[src/rtl/sprite_line_engine.sv]
// Multi-sprite scanline renderer: composites the next row into the back half of a ping-pong
// line buffer while the front half streams out. Optional horizontal flip under SPRITE_FLIP_EN.
module sprite_line_engine #(
  parameter int unsigned NUM_SPRITES = 8,
  parameter int unsigned SCALE       = 2,
  parameter int unsigned H_ACTIVE    = 640,
  parameter int unsigned PIX_W       = 2
) (
  input  logic             i_Clk,
  input  logic             i_Rst_L,
  input  logic             i_Line_Start,
  input  logic [9:0]       i_Next_Row,
  input  logic [9:0]       i_Rd_Col,
  output logic [PIX_W-1:0] o_Pixel,
  input  logic             i_Attr_We,
  input  logic [3:0]       i_Attr_Idx,
  input  logic             i_Attr_En,
  input  logic [9:0]       i_Attr_X,
  input  logic [9:0]       i_Attr_Y,
  input  logic [5:0]       i_Attr_Num,
`ifdef SPRITE_FLIP_EN
  input  logic             i_Attr_Flip,
`endif
  output logic [5:0]       o_Rom_Sprite,
  output logic [2:0]       o_Rom_Row,
  output logic [2:0]       o_Rom_Col,
  input  logic [PIX_W-1:0] i_Rom_Pixel,
  output logic             o_Busy,
  output logic             o_Overrun
);

  localparam int unsigned SprW   = 8 * SCALE;
  localparam logic [10:0] HActW  = 11'(H_ACTIVE);

  typedef enum logic [2:0] {StIdle, StClear, StScan, StDraw, StDone} state_e;

  logic [PIX_W-1:0] mem [2][H_ACTIVE];

  logic       slot_en_q  [16];
  logic [9:0] slot_x_q   [16];
  logic [9:0] slot_y_q   [16];
  logic [5:0] slot_num_q [16];
`ifdef SPRITE_FLIP_EN
  logic       slot_flip_q [16];
  logic       lat_flip_q;
`endif

  state_e     state_q;
  logic [9:0] row_q;
  logic [9:0] clr_cnt_q;
  logic [9:0] lat_x_q;
  logic [3:0] slot_q;
  logic [5:0] cnt_q;
  logic       bank_q, valid_q, done_q;

  logic [9:0]       dy;
  logic             hit;
  logic [2:0]       trow;
  logic [5:0]       k_next;
  logic [2:0]       col_next;
  logic [2:0]       col_first;
  logic [10:0]      wr_x;
  logic             wr_en;
  logic [9:0]       wr_addr;
  logic [PIX_W-1:0] wr_data;

  always_comb begin
    dy        = row_q - slot_y_q[slot_q];  // mod 1024 so sprites near y=1023 wrap to the top
    hit       = slot_en_q[slot_q] && (dy < 10'(SprW));
    trow      = 3'(dy / 10'(SCALE));
    k_next    = cnt_q + 6'd1;
    col_next  = 3'(k_next / 6'(SCALE));
    col_first = 3'd0;
`ifdef SPRITE_FLIP_EN
    if (lat_flip_q) col_next = 3'd7 - col_next;
    if (slot_flip_q[slot_q]) col_first = 3'd7;
`endif
    // ROM data arriving in DRAW cycle n belongs to pixel k = n-1
    wr_x    = {1'b0, lat_x_q} + 11'(cnt_q) - 11'd1;
    wr_en   = 1'b0;
    wr_addr = clr_cnt_q;
    wr_data = '0;
    if (state_q == StClear) begin
      wr_en = 1'b1;
    end else if (state_q == StDraw && cnt_q != 6'd0 && i_Rom_Pixel != '0 && wr_x < HActW) begin
      wr_en   = 1'b1;
      wr_addr = wr_x[9:0];
      wr_data = i_Rom_Pixel;
    end
  end

  assign o_Busy = (state_q != StIdle);

  always_ff @(posedge i_Clk or negedge i_Rst_L) begin
    if (!i_Rst_L) begin
      state_q      <= StIdle;
      row_q        <= '0;
      clr_cnt_q    <= '0;
      lat_x_q      <= '0;
      slot_q       <= '0;
      cnt_q        <= '0;
      bank_q       <= 1'b0;
      valid_q      <= 1'b0;
      done_q       <= 1'b0;
      o_Overrun    <= 1'b0;
      o_Rom_Sprite <= '0;
      o_Rom_Row    <= '0;
      o_Rom_Col    <= '0;
      for (int i = 0; i < 16; i++) begin
        slot_en_q[i]  <= 1'b0;
        slot_x_q[i]   <= '0;
        slot_y_q[i]   <= '0;
        slot_num_q[i] <= '0;
`ifdef SPRITE_FLIP_EN
        slot_flip_q[i] <= 1'b0;
`endif
      end
`ifdef SPRITE_FLIP_EN
      lat_flip_q <= 1'b0;
`endif
    end else begin
      o_Overrun <= 1'b0;
      if (i_Attr_We && 32'(i_Attr_Idx) < NUM_SPRITES) begin
        slot_en_q[i_Attr_Idx]  <= i_Attr_En;
        slot_x_q[i_Attr_Idx]   <= i_Attr_X;
        slot_y_q[i_Attr_Idx]   <= i_Attr_Y;
        slot_num_q[i_Attr_Idx] <= i_Attr_Num;
`ifdef SPRITE_FLIP_EN
        slot_flip_q[i_Attr_Idx] <= i_Attr_Flip;
`endif
      end
      if (i_Line_Start) begin
        if (state_q == StIdle) begin
          if (done_q) bank_q <= ~bank_q;
        end else begin
          o_Overrun <= 1'b1;
        end
        done_q    <= 1'b0;
        row_q     <= i_Next_Row;
        clr_cnt_q <= '0;
        state_q   <= StClear;
      end else begin
        unique case (state_q)
          StIdle: ;
          StClear: begin
            if (clr_cnt_q == 10'(H_ACTIVE - 1)) begin
              state_q <= StScan;
              slot_q  <= 4'(NUM_SPRITES - 1);
            end else begin
              clr_cnt_q <= clr_cnt_q + 10'd1;
            end
          end
          StScan: begin
            if (hit) begin
              lat_x_q      <= slot_x_q[slot_q];
              o_Rom_Sprite <= slot_num_q[slot_q];
              o_Rom_Row    <= trow;
              o_Rom_Col    <= col_first;
`ifdef SPRITE_FLIP_EN
              lat_flip_q   <= slot_flip_q[slot_q];
`endif
              cnt_q        <= '0;
              state_q      <= StDraw;
            end else if (slot_q == 4'd0) begin
              state_q <= StDone;
            end else begin
              slot_q <= slot_q - 4'd1;
            end
          end
          StDraw: begin
            if (cnt_q == 6'(SprW)) begin
              if (slot_q == 4'd0) begin
                state_q <= StDone;
              end else begin
                slot_q  <= slot_q - 4'd1;
                state_q <= StScan;
              end
            end else begin
              cnt_q     <= k_next;
              o_Rom_Col <= col_next;
            end
          end
          StDone: begin
            valid_q <= 1'b1;
            done_q  <= 1'b1;
            state_q <= StIdle;
          end
          default: state_q <= StIdle;
        endcase
      end
    end
  end

  // Line buffer storage is deliberately not reset
  always_ff @(posedge i_Clk) begin
    if (wr_en) mem[~bank_q][wr_addr] <= wr_data;
  end

  always_ff @(posedge i_Clk or negedge i_Rst_L) begin
    if (!i_Rst_L) begin
      o_Pixel <= '0;
    end else if (valid_q && {1'b0, i_Rd_Col} < HActW) begin
      o_Pixel <= mem[bank_q][i_Rd_Col];
    end else begin
      o_Pixel <= '0;
    end
  end

endmodule

[config.mk]
export PLATFORM = sky130hd
export DESIGN_NAME = sprite_line_engine
export DESIGN_NICKNAME = d
export VERILOG_FILES = /design/src/rtl/sprite_line_engine.sv
export SDC_FILE = /design/constraint.sdc
export NUM_CORES = 2
export LEC_CHECK = 0
export CAP_MARGIN = 20
export CORE_MARGIN = 3
export CORE_UTILIZATION = 45
export CTS_CLUSTER_DIAMETER = 150
export DETAILED_ROUTE_END_ITERATION = 10
export PLACE_DENSITY_LB_ADDON = 0.3
export SLEW_MARGIN = 20
export SYNTH_ARGS = -nofsm -noshare
export SYNTH_HDL_FRONTEND = slang
export SYNTH_SLANG_ARGS = --single-unit
[constraint.sdc]
create_clock -name i_Clk -period 20.7 [get_ports i_Clk]
set_input_delay 3.105 -clock i_Clk [delete_from_list [all_inputs] [get_ports i_Clk]]
set_output_delay 3.105 -clock i_Clk [all_outputs]
set_load 0.05 [all_outputs]
==> results_dict.tcl <==
set metrics [dict create \
    critPathMaxFanout 185 \
    antenna_found_initial 17 \
    period_share_pct 40.0 \
    powerDensity_nw_per_um2 108 \
    seq_area_frac_synth_pct 69.0 \
    grt_pass1_vias 74662 \
    coreArea_sq_um 285000 \
    critPathArrivalTime_ps 8810 \
    postCtsResizedCells 0 \
    io_buffers 72 \
    yosys.cell_types.count 82 \
    cts_sinks 3050 \
    die_w_microns 542 \
    synth-edff-count 2560 \
    row_count 196 \
    overflow 0 \
    drcViolationCount 0 \
    clock_latency_ps 890 \
    final_cell_mix "2560 x edfxtp_1, 1004 x nor4_1, 773 x mux4_2" \
    io_pins 73 \
    crit_top_cell "buf_4" \
    fin_skew_ps 55.5 \
    setup_viol 0 \
    synth_area_sq_um 129000 \
    ir_drop_v 0.000144 \
    dieHeight_microns 542 \
    yosys_most_used_dff "edfxtp_1" \
    total_power_mw 15.4 \
    drt-total-wl_mm 335 \
    layout-drive-gt1-share_pct 24.2 \
    setup_tns_ps 0 \
    syn_inst 7522 \
    relSlewSlack_pct 21.3 \
    antenna_left 0 \
    path_cells "clkdlybuf4s50_1, o221ai_1, nor2_1, mux2i_4, a21oi_4, nor2_4, buf_4, buf_4, buf_12, buf_4, nor4_1" \
    stdcell_count 11110 \
    drv_slew 0 \
    hold_path.class "flop to flop" \
    drv_cap 0 \
    vias 71753 \
    dp_hpwl_mm 181 \
    status "finished, final reports clean" \
    root_buffer "clkbuf_16" \
    numCtsBuffers 315 \
    synth.largest_area_cell "edfxtp_1" \
    cts_setup_buffers 0 \
    critPathTopFamily "buffers and inverters" \
    path_class "primary input to flop" \
    crit_required_ps 21230 \
    yosysWarningCount 0 \
    stdcell_area_sq_um 143000 \
    syn_to_final_growth_pct 10.6 \
    synthTopCellsByArea "edfxtp_1 59%, mux4_2 13%, dfrtp_1 9.5%" \
    nets 7186 \
    p_leak_nw 45.4 \
    avgSynthCellArea_sq_um 17.2 \
    hold_viol_final 0 \
    drt_iter0_markers 8333 \
    place_congestion 0.802 \
    dr.pass1.iters 8 \
    cts_tree "done" \
    grt_max_degree 232 \
    cpPeakStageDelay_ps 840 \
    cpMaxStageDelayCell "buf_4" \
    cts_buffer_depth 4 \
    synth-seq-cells 3050 \
    worst_setup_path_end_kind "flop" \
    synthArstFlopShare_pct 16.1 \
    synth.net_count 7608 \
    min_period_ps 8280 \
    path_clk_slew_ps 50 \
    worstMarginPinSlew_ps 1180 \
    rsz0062_at_grt "no" \
    mostFrequentLayoutCell "edfxtp_1" \
    critPathLaunchType "primary input" \
    yosysTopAreaCellShare_pct 59.5 \
    wire_per_inst_microns 30.2 \
    track_usage_pct 22.6 \
    start_util_pct 45.3 \
    ctsHoldBuffers 0 \
    die_area_sq_um 294000 \
    cts_max_level 5 \
    viasPerCell 6.46 \
    path_buf_inv 5 \
    post-place-cells 10541 \
    grt_pass1_wl_mm 500 \
    placed_area_sq_um 133000 \
    max_freq_mhz 121 \
]
## cell type report
type	count	area (sq um)
tap	3762	4710
fill	23098	143000
inverter	45	174
clock buffer	420	8660
multi-input combinational	3421	36300
clock inverter	137	1420
sequential	3050	89100
antenna	8	20.0
timing repair buffer	267	2500
## per-stage QoR
stage	hold WS, ps	utilization [%]	setup slack, ps
final	369	50.1	12420
after global routing	378	50.1	12180
after CTS	375	50.0	12030
after detailed placement	362	46.5	11140
after global placement	360	46.5	11210
after floorplan	424	-	6600
## cells by family (layout without fill, tap and decap cells)
| family | Yosys count | in the layout | share of synthesized area (%) |
|---|---|---|---|
| DFF | 3050 | 3050 | 69.0 |
| AOI/OAI and AO/OA | 452 | 452 | 2.63 |
| and+or+nand+nor | 1710 | 1710 | 7.33 |
| buffers and inverters | 1051 | 869 | 3.52 |
| other | 0 | 8 | 0 |
| adders and majority gates | 29 | 29 | 0.292 |
| muxes | 1206 | 1206 | 17.1 |
| xor gates and xnor gates | 24 | 24 | 0.163 |
## report_power, final
group          total (mW)  switching, mW  internal, mW
Clock                5.60           2.35          3.25
Sequential           7.16         0.0926          7.07
Combinational        2.69           2.02         0.667
Total                15.4           4.46          11.0
## registers in the layout, indices dropped and copies added (netlist names), 3 cells and up
name	flops
o_Rom_Row	3
slot_x_q	160
mem	2560
o_Rom_Sprite	6
lat_x_q	10
slot_y_q	160
slot_num_q	96
slot_q	4
cnt_q	4
slot_en_q	16
state_q	3
row_q	10
clr_cnt_q	10
## path summary, 6_finish.rpt
kind,start,end,slack (ps),cells past startpoint
max,i_Rom_Pixel[0],mem[1][300]$_DFFE_PP_,12420,11
min,slot_x_q[50]$_DFFE_PN0P_,slot_x_q[50]$_DFFE_PN0P_,370,0
max reg2reg,o_Rom_Col[0]$_DFFE_PN0P_,mem[1][300]$_DFFE_PP_,13290,19
min reg2reg,slot_x_q[50]$_DFFE_PN0P_,slot_x_q[50]$_DFFE_PN0P_,370,0
max in group asynchronous,i_Rst_L,bank_q$_DFFE_PN0P_,16030,4
min in group asynchronous,i_Rst_L,slot_y_q[142]$_DFFE_PN0P_,2100,1
## metal layers
layer / vias to the layer above / routed length (microns) / global-route usage [%]
li1: 29933 / - / -
met1: 37707 / 132000 / 31.5
met2: 3517 / 160000 / 35.8
met3: 578 / 31900 / 4.78
met4: 18 / 11200 / 7.28
met5: - / 135 / 0
## cells in the mapped netlist, types with 6 or more instances
cell type / count
mux2_2: 260
o22ai_1: 17
mux4_2: 773
a211oi_1: 7
nor2_1: 338
ha_1: 27
o21ai_0: 61
nor3_1: 156
nand2b_1: 19
nand2_1: 78
o211ai_1: 9
edfxtp_1: 2560
buf_1: 73
or3_1: 10
a21oi_1: 58
dfrtp_1: 490
nor2b_1: 20
a31oi_1: 6
inv_1: 41
mux2i_1: 170
o221ai_1: 23
nand4_1: 9
a221oi_1: 83
a22o_1: 28
clkbuf_1: 513
buf_4: 22
o22a_1: 14
buf_2: 395
and3_1: 7
nand3_1: 27
a22oi_1: 65
nor3b_1: 6
nand3b_1: 6
xnor2_1: 13
nor4_1: 1004
xor2_1: 11
and2_1: 15
Power figures use the tool's default switching activity.
